**src/rtl/regfile_sb.sv**
```systemverilog
// Register file with a zero register, a PC-alias read port, a boolean T register and
// per-register pending-write reservations. Define REGFILE_BYPASS_EN for write-to-read bypass.
module regfile_sb #(
  parameter int unsigned DATA_W   = 16,
  parameter int unsigned ADDR_W   = 4,
  parameter int unsigned REG0_IDX = 0,
  parameter int unsigned PC_IDX   = 15,
  parameter int unsigned T_IDX    = 8,
  parameter int unsigned PEEK_IDX = 7
) (
  input  logic              Clk,
  input  logic              Rst,
  input  logic              RegWre,
  input  logic [ADDR_W-1:0] WriteReg,
  input  logic [DATA_W-1:0] WriteData,
  input  logic [ADDR_W-1:0] Rs,
  input  logic [ADDR_W-1:0] Rt,
  output logic [DATA_W-1:0] ReadData1,
  output logic [DATA_W-1:0] ReadData2,
  input  logic [DATA_W-1:0] PcAddr0,
  input  logic              ResvValid,
  input  logic [ADDR_W-1:0] ResvReg,
  output logic              ResvReady,
  output logic              Busy1,
  output logic              Busy2,
  output logic [ADDR_W:0]   PendCount,
  output logic [DATA_W-1:0] RegPeek1
);

  localparam int DEPTH = 1 << ADDR_W;
  localparam logic [ADDR_W-1:0] L_REG0 = ADDR_W'(REG0_IDX);
  localparam logic [ADDR_W-1:0] L_PC   = ADDR_W'(PC_IDX);
  localparam logic [ADDR_W-1:0] L_T    = ADDR_W'(T_IDX);
  localparam logic [ADDR_W-1:0] L_PEEK = ADDR_W'(PEEK_IDX);

  logic [DATA_W-1:0] r_regs [DEPTH];
  logic [DEPTH-1:0]  r_pend;
  logic [DEPTH-1:0]  w_pend_d;
  logic [ADDR_W:0]   r_cnt;
  logic [ADDR_W:0]   w_cnt_d;

  logic              w_wr_ok;
  logic [DATA_W-1:0] w_wr_val;
  logic              w_retire;
  logic              w_resv_spec;
  logic              w_set;
  logic              w_byp1;
  logic              w_byp2;
  logic              w_rs_spec;
  logic              w_rt_spec;

  assign w_wr_ok  = RegWre && (WriteReg != L_REG0) && (WriteReg != L_PC);
  assign w_wr_val = (WriteReg == L_T) ? {{(DATA_W-1){1'b0}}, |WriteData} : WriteData;
  assign w_retire = w_wr_ok && r_pend[WriteReg];

  // Zero and PC reservations are accepted but never tracked.
  assign w_resv_spec = (ResvReg == L_REG0) || (ResvReg == L_PC);
  assign ResvReady   = w_resv_spec || !r_pend[ResvReg] || (w_retire && (WriteReg == ResvReg));
  assign w_set       = ResvValid && ResvReady && !w_resv_spec;

`ifdef REGFILE_BYPASS_EN
  // Gate with Rst so reads stay at their reset values while reset is held.
  assign w_byp1 = Rst && w_wr_ok && (WriteReg == Rs);
  assign w_byp2 = Rst && w_wr_ok && (WriteReg == Rt);
`else
  assign w_byp1 = 1'b0;
  assign w_byp2 = 1'b0;
`endif

  assign w_rs_spec = (Rs == L_REG0) || (Rs == L_PC);
  assign w_rt_spec = (Rt == L_REG0) || (Rt == L_PC);

  always_comb begin
    ReadData1 = r_regs[Rs];
    if (Rs == L_REG0)    ReadData1 = '0;
    else if (Rs == L_PC) ReadData1 = PcAddr0;
    else if (w_byp1)     ReadData1 = w_wr_val;
  end

  always_comb begin
    ReadData2 = r_regs[Rt];
    if (Rt == L_REG0)    ReadData2 = '0;
    else if (Rt == L_PC) ReadData2 = PcAddr0;
    else if (w_byp2)     ReadData2 = w_wr_val;
  end

  assign Busy1 = r_pend[Rs] && !w_rs_spec && !(w_byp1 && w_retire);
  assign Busy2 = r_pend[Rt] && !w_rt_spec && !(w_byp2 && w_retire);

  // Set is applied after clear so a same-index retire+reserve stays pending.
  always_comb begin
    w_pend_d = r_pend;
    if (w_retire) w_pend_d[WriteReg] = 1'b0;
    if (w_set)    w_pend_d[ResvReg]  = 1'b1;
  end

  always_comb begin
    w_cnt_d = r_cnt;
    if (w_set && !w_retire)      w_cnt_d = r_cnt + (ADDR_W+1)'(1);
    else if (!w_set && w_retire) w_cnt_d = r_cnt - (ADDR_W+1)'(1);
  end

  always_ff @(posedge Clk or negedge Rst) begin
    if (!Rst) begin
      for (int i = 0; i < DEPTH; i++) r_regs[i] <= '0;
      r_pend <= '0;
      r_cnt  <= '0;
    end else begin
      if (w_wr_ok) r_regs[WriteReg] <= w_wr_val;
      r_pend <= w_pend_d;
      r_cnt  <= w_cnt_d;
    end
  end

  assign PendCount = r_cnt;
  assign RegPeek1  = r_regs[L_PEEK];

endmodule
```
**config.mk**
```make
export PLATFORM = sky130hd
export DESIGN_NAME = regfile_sb
export DESIGN_NICKNAME = d
export VERILOG_FILES = /design/src/rtl/regfile_sb.sv
export SDC_FILE = /design/constraint.sdc
export NUM_CORES = 1
export LEC_CHECK = 0
export CAP_MARGIN = 5
export CELL_PAD_IN_SITES_DETAIL_PLACEMENT = 1
export CELL_PAD_IN_SITES_GLOBAL_PLACEMENT = 1
export CORE_MARGIN = 2
export CORE_UTILIZATION = 35
export DETAILED_ROUTE_END_ITERATION = 16
export HOLD_SLACK_MARGIN = 0.15
export PLACE_DENSITY = 0.66
export SETUP_SLACK_MARGIN = 0.4
export SYNTH_ARGS = -nofsm -noshare
export SYNTH_HDL_FRONTEND = slang
export SYNTH_SLANG_ARGS = --single-unit
export TNS_END_PERCENT = 1
```
**constraint.sdc**
```tcl
create_clock -name Clk -period 3.5 [get_ports Clk]
set_input_delay 0.7 -clock Clk [delete_from_list [all_inputs] [get_ports Clk]]
set_output_delay 0.7 -clock Clk [all_outputs]
set_load 0.02 [all_outputs]
```
==> impl_metrics.tcl <==
set metrics [dict create \
    ant_nets 0 \
    detailed_placement_hpwl_um 36200 \
    hold_viol 0 \
    clock_transition_at_the_registers_of_the_reported_paths_ns 0.06 \
    worstReg2RegEnd "PendCount[4]" \
    synth_area_leaders "dfrtp_1 46%, mux4_2 20%, o21ai_0 8.2%, nand2_1 6.3%, clkbuf_1 3.1%" \
    insertedDiodeCount 0 \
    drt_first_iter_violations 992 \
    final_net_count 1532 \
    aggregate_global_routing_overflow 0 \
    fp.dieArea_um2 44100 \
    min_period_ns 3.31 \
    hold_ws_ns 0.128 \
    switching_share 0.307 \
    io_buffer_count 107 \
    post_synth_inst_count 1342 \
    finalNonFillerCells 2035 \
    grt_start_max_net_pins 91 \
    place.gp.congestion 0.858 \
    worst_ep_required_time_ns 2.80 \
    cts_made_buffers 31 \
    io-pin-count 108 \
    power_density_nw_per_um2 602 \
    core_um2 41900 \
    clkSinkCount 271 \
    ys_dominant_reg_cell "dfrtp_1" \
    grt_antenna_before_repair 0 \
    combPwrFrac 0.278 \
    path_cells "mux4_2 -> mux4_2 -> nand4_4 -> o221a_4 -> buf_6 -> nand2_2 -> buf_6" \
    dpl.cell_count 1971 \
    worstMarginPinSlew_ns 0.797 \
    final-setup-viol-count 0 \
    critical_path.endpoint "ResvReady" \
    vdd_drop_max_mv 0.323 \
    run_status "completed" \
    maxCapViolations 0 \
    yosys.cell_count.top_type "dfrtp_1" \
    ys_types 54 \
    synth_warnings 0 \
    internal_power_mw 7.77 \
    number_of_enable_flip_flop_cells_after_synthesis 0 \
    switching_power_mw 3.45 \
    cp.arrival_ns 2.61 \
    synth_seq_cells 271 \
    critical_path.startpoint_type "flop" \
    cellLeakagePower_nw 8.25 \
    synthesis.nets 1399 \
    finalMaxSlewViolations 0 \
    filler_cell_count 4432 \
    cts-root-to-sink-buffers 3 \
    fmax_mhz 302 \
    postCtsHoldBufs 0 \
    worstHoldPathType "in -> async" \
    clk_latency_ns 0.57 \
    number_of_global_route_vias_before_repair 12600 \
    floorplan.die.height_um 210 \
    route.detailed.drc 0 \
    tritoncts_clock_tree "done" \
    worst_path_max_stage_delay_ns 0.51 \
    maxSlewHeadroom 0.469 \
    viasPerCell 5.77 \
    crit_path_end_kind "output pin" \
    synth.top_cell.area_share 0.456 \
    synth_area_leader_cell "dfrtp_1" \
    pwr-share-seq 0.382 \
    routed_wire_length_per_instance_um 25.8 \
    synth_commonest_cells "271 x dfrtp_1, 249 x nand2_1, 243 x o21ai_0, 130 x mux4_2, 123 x clkbuf_1" \
    synth_area_per_cell_um2 11.1 \
    crit_start "r_pend[1]" \
    fin_total_pwr_mw 11.2 \
    num_vias 11700 \
    floorplan.die.width_um 210 \
    ys_seq_area_frac 0.456 \
    post-route-period-util 0.946 \
    mappedNetlistArea_um2 14900 \
    type_of_the_worst_setup_path "reg -> out" \
    root_buffer "clkbuf_16" \
    ff2ff_setup_slack_ns 0.19 \
    worst_path_cell_with_the_longest_stage_delay "mux4_2" \
    cts.htree.levels 1 \
    wire_length_of_the_first_global_routing_pass_um 80200 \
    clkPwrFrac 0.340 \
    crit_path_max_fanout 5 \
    initial_core_util 0.354 \
    skew_ns 0.0137 \
    setup_repair_after_global_routing_missed_its_margin "yes" \
    multiInputGateArea_um2 7340 \
    row_count 75 \
    areaGrowthSynthToFinish_pct 25.2 \
    layout-drive-gt1-share 0.275 \
    drt_first_pass_iters 5 \
    rr_worst_depth 13 \
    route.final.wire_length_um 52500 \
    asyncSetResetFlopFracSynth 1.00 \
    grt_use_total 0.241 \
    crit-reg2reg-launch "r_pend[1]" \
    regArea_um2 6790 \
]
worst max-delay path, delay by kind of cell, from the launching register on:
kind            cells  cell delay [ns]
compound gates      1             0.22
flops               1             0.44
mux                 2             1.02
simple gates        2             0.14
buf+inv             2             0.23
cells by family (layout without fill, tap and decap cells):
logic type | Yosys count | in the layout | synth area share
AOI/OAI and AO/OA | 322 | 322 | 0.128
xor gates and xnor gates | 8 | 8 | 0.00471
adders and majority gates | 5 | 5 | 0.00471
buffers and inverters | 178 | 332 | 0.0523
DFF | 271 | 271 | 0.456
muxes | 204 | 204 | 0.253
and+or+nand+nor | 354 | 354 | 0.102
per-stage QoR:
stage / worst slack, ns / setup TNS (ns) / utilization / cell area, µm²
after floorplan: -0.200 / -0.200 / - / 14900
after global routing: 0.0847 / 0 / 0.444 / 18600
after detailed placement: -0.847 / -6.06 / 0.413 / 17300
after CTS: 0.188 / 0 / 0.444 / 18600
after global placement: -0.719 / -5.49 / 0.413 / 17300
final: 0.189 / 0 / 0.444 / 18600
worst min-delay path by stage:
stage,slack [ns],to,cells past startpoint
floorplan,0.40,PendCount[0],0
global placement,0.36,r_regs[13],0
detailed placement,0.36,r_regs[13],0
CTS,0.18,r_regs[251],1
global route,0.20,r_regs[251],1
finish,0.13,r_regs[251],1
registers in the layout, indices dropped and copies added, names as in the netlist:
register and cells:
r_pend 16, PendCount 5, RegPeek1 16, r_regs 234
timing repair:
item | CTS | global route
resized for setup | 72 | 0
setup buffers | 8 | 1
hold endpoints to repair | 0 | 0
setup endpoints to repair | 39 | 37
gates cloned | 1 | 0
pin swaps | 3 | 0
metal layers:
metal  global-route usage  part of all wire
met4               0.0658             0.026
met5                    0                 0
met2                0.405              0.49
met3               0.0283             0.050
met1                0.332              0.44
power by group through the flow:
stage	registers, mW	logic [mW]	clock network [mW]
after CTS	4.27	3.11	3.87
after floorplan	4.15	1.90	0
final	4.28	3.12	3.81
after global placement	4.28	2.96	0
after detailed placement	4.32	3.05	0
after global routing	4.35	3.37	4.00
final cells by class:
cell class | count | area share
sequential | 271 | 0.365
clock inverter | 17 | 0.0186
inverter | 9 | 0.00181
tap | 539 | 0.0362
timing repair buffer | 269 | 0.139
multi-input combinational | 893 | 0.394
clock buffer | 37 | 0.0450
layout by cell type (no fill, tap or decap), drive strengths merged, types with 7 or more instances in the layout:
cell and count:
and2 17, mux4 133, mux2 30, mux2i 41, o21ai 251, nand4 7, a21oi 8, nor2b 7
and3 7, buf 170, dfrtp 271, clkdlybuf4s50 62, nor2 30, clkbuf 37, dlygate4sd2 32, inv 9
o211a 16, nand2 249, o22a 11, bufinv 10, nor3 12
(Power assumes the default switching activity.)
